## src/rtl/sevenseg_pkg.sv

```systemverilog
// Shared definitions for the 7-segment scan driver.
//   SEG_0..SEG_9, SEG_BLANK : active-low cathode patterns, bit order {g,f,e,d,c,b,a}
//   bcd_t                   : one BCD digit
//   conv_state_e            : state encoding of the sequential binary-to-BCD converter
//   pow10()                 : constant function, 10**n
//   seg_decode()            : BCD digit to cathode pattern; codes 10..15 give blank
package sevenseg_pkg;

    typedef logic [3:0] bcd_t;

    typedef enum logic [1:0] {
        StIdle,
        StConv,
        StDone
    } conv_state_e;

    localparam logic [6:0] SEG_0     = 7'h40;
    localparam logic [6:0] SEG_1     = 7'h79;
    localparam logic [6:0] SEG_2     = 7'h24;
    localparam logic [6:0] SEG_3     = 7'h30;
    localparam logic [6:0] SEG_4     = 7'h19;
    localparam logic [6:0] SEG_5     = 7'h12;
    localparam logic [6:0] SEG_6     = 7'h02;
    localparam logic [6:0] SEG_7     = 7'h78;
    localparam logic [6:0] SEG_8     = 7'h00;
    localparam logic [6:0] SEG_9     = 7'h10;
    localparam logic [6:0] SEG_BLANK = 7'h7F;

    function automatic int unsigned pow10(input int unsigned n);
        int unsigned r;
        r = 1;
        for (int unsigned i = 0; i < n; i++) begin
            r = r * 10;
        end
        return r;
    endfunction

    function automatic logic [6:0] seg_decode(input bcd_t d);
        logic [6:0] s;
        case (d)
            4'd0:    s = SEG_0;
            4'd1:    s = SEG_1;
            4'd2:    s = SEG_2;
            4'd3:    s = SEG_3;
            4'd4:    s = SEG_4;
            4'd5:    s = SEG_5;
            4'd6:    s = SEG_6;
            4'd7:    s = SEG_7;
            4'd8:    s = SEG_8;
            4'd9:    s = SEG_9;
            default: s = SEG_BLANK;
        endcase
        return s;
    endfunction

endpackage

```

## src/rtl/sevenseg_scan_driver_bin2bcd_seq.sv

```systemverilog
// Sequential double-dabble converter, one iteration per clock.
//   clk, rst_n : system clock, async active-low reset
//   start      : capture value and begin (accepted whenever busy is low, including in DONE)
//   value      : binary input, already saturated so it fits DIGITS decimal digits
//   busy       : high while converting
//   done       : one-cycle pulse; bcd holds the finished result during it
//   bcd        : packed BCD result, digit 0 in the low nibble
module bin2bcd_seq
    import sevenseg_pkg::*;
#(
    parameter int unsigned DIGITS = 4,
    parameter int unsigned BIN_W  = 14
) (
    input  logic                  clk,
    input  logic                  rst_n,
    input  logic                  start,
    input  logic [BIN_W-1:0]      value,
    output logic                  busy,
    output logic                  done,
    output logic [4*DIGITS-1:0]   bcd
);

    localparam int unsigned SR_W  = 4 * DIGITS + BIN_W;
    localparam int unsigned CNT_W = $clog2(BIN_W + 1);

    conv_state_e      state_q, state_d;
    logic [SR_W-1:0]  sr_q, sr_d, adj;
    logic [CNT_W-1:0] cnt_q, cnt_d;

    always_comb begin
        state_d = state_q;
        sr_d    = sr_q;
        cnt_d   = cnt_q;
        adj     = sr_q;
        for (int unsigned i = 0; i < DIGITS; i++) begin
            if (sr_q[BIN_W + 4*i +: 4] >= 4'd5) begin
                adj[BIN_W + 4*i +: 4] = sr_q[BIN_W + 4*i +: 4] + 4'd3;
            end
        end
        case (state_q)
            StIdle, StDone: begin
                if (start) begin
                    state_d = StConv;
                    sr_d    = {{(4*DIGITS){1'b0}}, value};
                    cnt_d   = '0;
                end else begin
                    state_d = StIdle;
                end
            end
            StConv: begin
                // After the last shift one more CONV cycle elapses, giving a busy
                // window of BIN_W+1 cycles before the DONE handoff.
                if (cnt_q == CNT_W'(BIN_W)) begin
                    state_d = StDone;
                end else begin
                    sr_d  = adj << 1;
                    cnt_d = cnt_q + 1'b1;
                end
            end
            default: state_d = StIdle;
        endcase
    end

    always_ff @(posedge clk or negedge rst_n) begin
        if (!rst_n) begin
            state_q <= StIdle;
            sr_q    <= '0;
            cnt_q   <= '0;
        end else begin
            state_q <= state_d;
            sr_q    <= sr_d;
            cnt_q   <= cnt_d;
        end
    end

    assign busy = (state_q == StConv);
    assign done = (state_q == StDone);
    assign bcd  = sr_q[SR_W-1 -: 4*DIGITS];

endmodule

```

## src/rtl/sevenseg_scan_driver.sv

```systemverilog
// Multiplexed active-low 7-segment driver with sequential binary-to-BCD conversion.
// Optional macro SEVENSEG_BLANK_LEADING_EN blanks leading zero digits (digit 0 never blanked).
//   clk, rst_n : 100 MHz system clock, async active-low reset
//   scan_tick  : enable pulse advancing the scanned digit
//   load       : capture value_in and start conversion (ignored while busy)
//   value_in   : binary value, saturated to 10**DIGITS-1
//   busy       : conversion in progress
//   ovf        : last accepted value was saturated
//   an         : anodes, active-low, one-hot-low once scanning
//   seg        : cathodes {g,f,e,d,c,b,a}, active-low
//   dp         : decimal point, held off
module sevenseg_scan_driver
    import sevenseg_pkg::*;
#(
    parameter int unsigned DIGITS = 4,
    parameter int unsigned BIN_W  = 14
) (
    input  logic              clk,
    input  logic              rst_n,
    input  logic              scan_tick,
    input  logic              load,
    input  logic [BIN_W-1:0]  value_in,
    output logic              busy,
    output logic              ovf,
    output logic [DIGITS-1:0] an,
    output logic [6:0]        seg,
    output logic              dp
);

    localparam int unsigned      IDX_W  = $clog2(DIGITS);
    localparam int unsigned      MaxVal = pow10(DIGITS) - 1;
    localparam logic [BIN_W-1:0] MaxBin = BIN_W'(MaxVal);

    logic                  over, accept, conv_busy, conv_done;
    logic [BIN_W-1:0]      sat_val;
    logic [4*DIGITS-1:0]   conv_bcd, disp_q, disp_d;
    logic                  ovf_q, started_q, started_d;
    logic [IDX_W-1:0]      idx_q, idx_d;
    logic [DIGITS-1:0]     an_q, an_d;
    logic [6:0]            seg_q, seg_d;
    bcd_t                  nib;
    logic                  blank;

    assign over    = 32'(value_in) > MaxVal;
    assign sat_val = over ? MaxBin : value_in;
    assign accept  = load && !conv_busy;

    bin2bcd_seq #(
        .DIGITS (DIGITS),
        .BIN_W  (BIN_W)
    ) u_bin2bcd (
        .clk   (clk),
        .rst_n (rst_n),
        .start (accept),
        .value (sat_val),
        .busy  (conv_busy),
        .done  (conv_done),
        .bcd   (conv_bcd)
    );

    // Whole-register swap on done: the display never shows a partial result.
    assign disp_d = conv_done ? conv_bcd : disp_q;

    // The first tick only starts scanning at digit 0; later ticks advance.
    always_comb begin
        started_d = started_q;
        idx_d     = idx_q;
        if (scan_tick) begin
            if (!started_q) begin
                started_d = 1'b1;
            end else if (idx_q == IDX_W'(DIGITS - 1)) begin
                idx_d = '0;
            end else begin
                idx_d = idx_q + 1'b1;
            end
        end
    end

    // Decode from next-state display/index so a coincident update shows at once.
    always_comb begin
        nib   = disp_d[4*idx_d +: 4];
        blank = 1'b0;
`ifdef SEVENSEG_BLANK_LEADING_EN
        blank = (idx_d != '0);
        for (int unsigned j = 0; j < DIGITS; j++) begin
            if (IDX_W'(j) >= idx_d && disp_d[4*j +: 4] != 4'd0) begin
                blank = 1'b0;
            end
        end
`endif
        an_d  = started_d ? ~(DIGITS'(1) << idx_d) : '1;
        seg_d = (!started_d || blank) ? SEG_BLANK : seg_decode(nib);
    end

    always_ff @(posedge clk or negedge rst_n) begin
        if (!rst_n) begin
            disp_q    <= '0;
            ovf_q     <= 1'b0;
            started_q <= 1'b0;
            idx_q     <= '0;
            an_q      <= '1;
            seg_q     <= SEG_BLANK;
        end else begin
            disp_q    <= disp_d;
            if (accept) begin
                ovf_q <= over;
            end
            started_q <= started_d;
            idx_q     <= idx_d;
            an_q      <= an_d;
            seg_q     <= seg_d;
        end
    end

    assign busy = conv_busy;
    assign ovf  = ovf_q;
    assign an   = an_q;
    assign seg  = seg_q;
    assign dp   = 1'b1;

endmodule

```

## config.mk

```make
export PLATFORM = sky130hd
export DESIGN_NAME = sevenseg_scan_driver
export DESIGN_NICKNAME = d
export VERILOG_FILES = /design/src/rtl/sevenseg_pkg.sv /design/src/rtl/sevenseg_scan_driver_bin2bcd_seq.sv /design/src/rtl/sevenseg_scan_driver.sv
export SDC_FILE = /design/constraint.sdc
export NUM_CORES = 1
export LEC_CHECK = 0
export BUFFER_PORTS_ARGS = -buffer_cell sky130_fd_sc_hd__buf_4
export CAP_MARGIN = 30
export CELL_PAD_IN_SITES_DETAIL_PLACEMENT = 2
export CELL_PAD_IN_SITES_GLOBAL_PLACEMENT = 2
export CORE_UTILIZATION = 30
export CTS_CLUSTER_SIZE = 10
export DETAILED_ROUTE_END_ITERATION = 7
export PLACE_DENSITY = 0.64
export SLEW_MARGIN = 20
export SYNTH_ARGS = -nofsm -noshare
export SYNTH_HDL_FRONTEND = slang
export SYNTH_SLANG_ARGS = --single-unit
```

## constraint.sdc

```tcl
create_clock -name clk -period 4.52 [get_ports clk]
set_clock_uncertainty 0.1 [all_clocks]
set_input_delay 0.678 -clock clk [delete_from_list [all_inputs] [get_ports clk]]
set_output_delay 0.678 -clock clk [all_outputs]
set_load 0.02 [all_outputs]
```

==> metrics.cfg <==
[run_status]
status=finished clean

[route]
drt-total-wl_um=8480
wl_per_cell_um=16.9
vias=2564
ant_nets=0
drc=0
drt_iter0_drc=65
drt_first_pass_iters=5
vias_per_cell=5.10

[setup_path]
critPathLaunchType=register
reg2reg_to=seg[4]$_DFF_PN1_
cp.required_ps=4650
critical-path-max-stage-delay_ps=470
cpLargestDelayFamily=simple AND/OR/NAND/NOR gates
crit_start=u_bin2bcd.state_q[0]$_DFFE_PN0P_
reg2reg_depth=8
critical_path_buf_inv_count=1
path_class=reg2reg
cp_cell_sequence=nand2b_4 -> mux4_2 -> a21oi_1 -> nor3_2 -> inv_1 -> ha_1 -> and4_4 -> a311oi_1
path_max_fanout=24
worst_ep_arrival_time_ps=2800
crit_end=seg[4]$_DFF_PN1_
path_depth=8
worst_setup_path_end_kind=register
rr_startpoint=u_bin2bcd.state_q[0]$_DFFE_PN0P_
cp_slowest_cell=nor3_2
ff2ff_setup_slack_ps=1850

[clock_tree]
clock_sinks=67
cts_inserted_buffers=9
clk_latency_ps=330
path_clk_slew_ps=50
cts_hold_buf=0
cts_max_level=3
cts_tree=built
cts_resized=0
cts_buffer_depth=2
cts-root-buf=clkbuf_16
cts_setup_buffers=0

[pwr]
ir_drop_mv=0.261
p_switching_w=0.00108
seq_power_share_pct=38.3
p_leak_nw=1.77
total_power_w=0.00279
cell_internal_pwr_w=0.00170
clkPwrFrac_pct=22.1
switching_share_pct=38.9
powerDensity_mw_per_mm2=700
comb_power_share_pct=39.6

[sta]
tightest_slew_ps=858
post-route-period-util_pct=59.0
maxSlewViolCount=0
finalSetupTns_ps=0
relSlewSlack_pct=42.8
grt_setup_unrepaired=no
setup_violations=0
clock.fmax_mhz=375
hold_viol=0
period_minus_slack_ps=2670

[global_routing]
antenna_found_initial=0
grt_max_degree=68
grt_pass1_vias=2733
grt.overflow.total=0
grt_pass1_wl_um=14400
gr-usage-all-layers_pct=16.4

[finish]
final_core_util_pct=36.4
areaGrowthSynthToFinish_pct=17.0
drive_gt1_share_pct=21.8
instances_no_fill=503
antenna_cells=0
fin_nets=391

[logic_synthesis]
ys_ff_latch=67
synth_edf_count=0
synth_area_mm2=0.00340
ys_types=48
syn-num-nets=365
yosysSeqAreaShare_pct=49.7
syn_inst=332
synth_flop_cell=dfrtp_1
synthArstFlopShare_pct=100
yosysWarnings=0
avgSynthCellArea_um2=10.3

[floorplan]
rows=38
die_x_um=109
io_pins=32
core-area_mm2=0.0109
die_y_um=109
dieArea_mm2=0.0118
initial_utilization_pct=31.1

[place]
hpwl_um=6150
portBuffers=30
place_congestion=0.737
dp_cells=487

[hold_path]
worstHoldPathType=in2async

[flow_run]
cap_violations=0

==> stage by stage <==
stage	setup slack [ps]	cell area [um^2]	hold WS [ps]
2_1_floorplan	2160	3400	282
3_3_place_gp	1750	3730	362
3_5_place_dp	1690	3730	366
4_1_cts	1810	3980	380
5_1_grt	1630	3980	414
6_report	1850	3980	362
==> worst reg2reg max path: cells and delay by family (launching register included) <==
family | cells | cell delay, ps
AO/OA/AOI/OAI | 2 | 310
adder cells (fa/ha/maj) | 1 | 250
AND/OR/NAND/NOR | 3 | 920
multiplexers | 1 | 430
flip-flops | 1 | 400
buffers and inverters | 1 | 170
==> registers in the layout, indices dropped and copies added, names as in the netlist <==
register / flops
u_bin2bcd.sr_q: 30
disp_q: 16
seg: 7
an: 4
u_bin2bcd.cnt_q: 4
idx_q: 2
u_bin2bcd.state_q: 2
ovf: 1
started_q: 1
==> final cells by class <==
| type | count | area (um^2) |
|---|---|---|
| clock buffers | 13 | 240 |
| clock inverters | 3 | 15.0 |
| fillers | 1203 | 6950 |
| inverters | 20 | 75.1 |
| multi-input cells | 229 | 1550 |
| flip-flops and latches | 67 | 1690 |
| well taps | 140 | 175 |
| repair buffers | 31 | 233 |
==> worst min-delay path by stage <==
| stage | startpoint | to | slack [ps] | depth (start not counted) |
|---|---|---|---|---|
| floorplan | rst_n | disp_q[0]$_DFF_PN0_ | 280 | 0 |
| finish | rst_n | u_bin2bcd.sr_q[16]$_DFFE_PN0P_ | 360 | 1 |
| global placement | disp_q[4]$_DFF_PN0_ | disp_q[4]$_DFF_PN0_ | 360 | 2 |
| global route | u_bin2bcd.sr_q[8]$_DFFE_PN0P_ | u_bin2bcd.sr_q[8]$_DFFE_PN0P_ | 410 | 2 |
| CTS | u_bin2bcd.sr_q[8]$_DFFE_PN0P_ | u_bin2bcd.sr_q[8]$_DFFE_PN0P_ | 380 | 2 |
| detailed placement | u_bin2bcd.sr_q[8]$_DFFE_PN0P_ | u_bin2bcd.sr_q[8]$_DFFE_PN0P_ | 370 | 2 |
==> per-layer routing <==
metal  part of all wire [%]  wire (um)  global-route usage (%)  up-vias
met5                      0          0                       0        -
met4                    1.1         96                    5.50        0
met3                    2.4        203                    3.80        8
met2                     48       4100                    26.2       30
met1                     48       4080                    21.7     1310
li1                       -          -                       -     1216
==> cell usage in the layout, fill, tap and decap left out, types with 11 or more instances in the layout <==
| master | n |
|---|---|
| o21ai_0 | 28 |
| mux2_2 | 13 |
| buf_4 | 31 |
| dfstp_2 | 11 |
| a21oi_1 | 29 |
| nand2_1 | 26 |
| dfrtp_1 | 56 |
| ha_1 | 15 |
| inv_1 | 19 |
| nor2_1 | 24 |
| nand3_1 | 15 |
==> logic make-up after synthesis <==
family | Yosys count | share of synthesized area [%]
AOI/OAI and AO/OA | 81 | 13.8
xor gates and xnor gates | 10 | 2.57
adders and majority gates | 15 | 5.51
buffers and inverters | 36 | 4.67
DFF | 67 | 49.7
muxes | 19 | 7.65
other | 1 | 0.110
and+or+nand+nor | 103 | 16.0
==> power by group through the flow <==
stage               clock [W]  sequential (W)  combinational, W
detailed placement          0         0.00108           0.00113
finish               0.000615         0.00107           0.00110
global route         0.000661         0.00111           0.00125
global placement            0         0.00107           0.00108
CTS                  0.000638         0.00107           0.00114
floorplan                   0         0.00107          0.000765
==> Yosys cell counts (all sizes together) (3+ instances only) <==
library cell / n / area [um^2]
dfrtp: 56 / 1400
o31ai: 4 / 30.0
a31oi: 6 / 37.5
o21ai: 29 / 145
a222oi: 4 / 40.0
buf: 8 / 53.8
dfstp: 11 / 289
or4: 3 / 22.5
mux4: 4 / 93.8
nor3: 8 / 61.3
nor2: 24 / 90.1
nand2: 26 / 97.6
xor2: 5 / 43.8
xnor2: 5 / 43.8
nand3: 15 / 75.1
ha: 15 / 188
mux2: 13 / 146
o22ai: 3 / 18.8
nor3b: 6 / 45.0
a21oi: 30 / 154
nand2b: 10 / 70.1
clkbuf: 8 / 30.0
inv: 20 / 75.1
(Power assumes the default switching activity.)
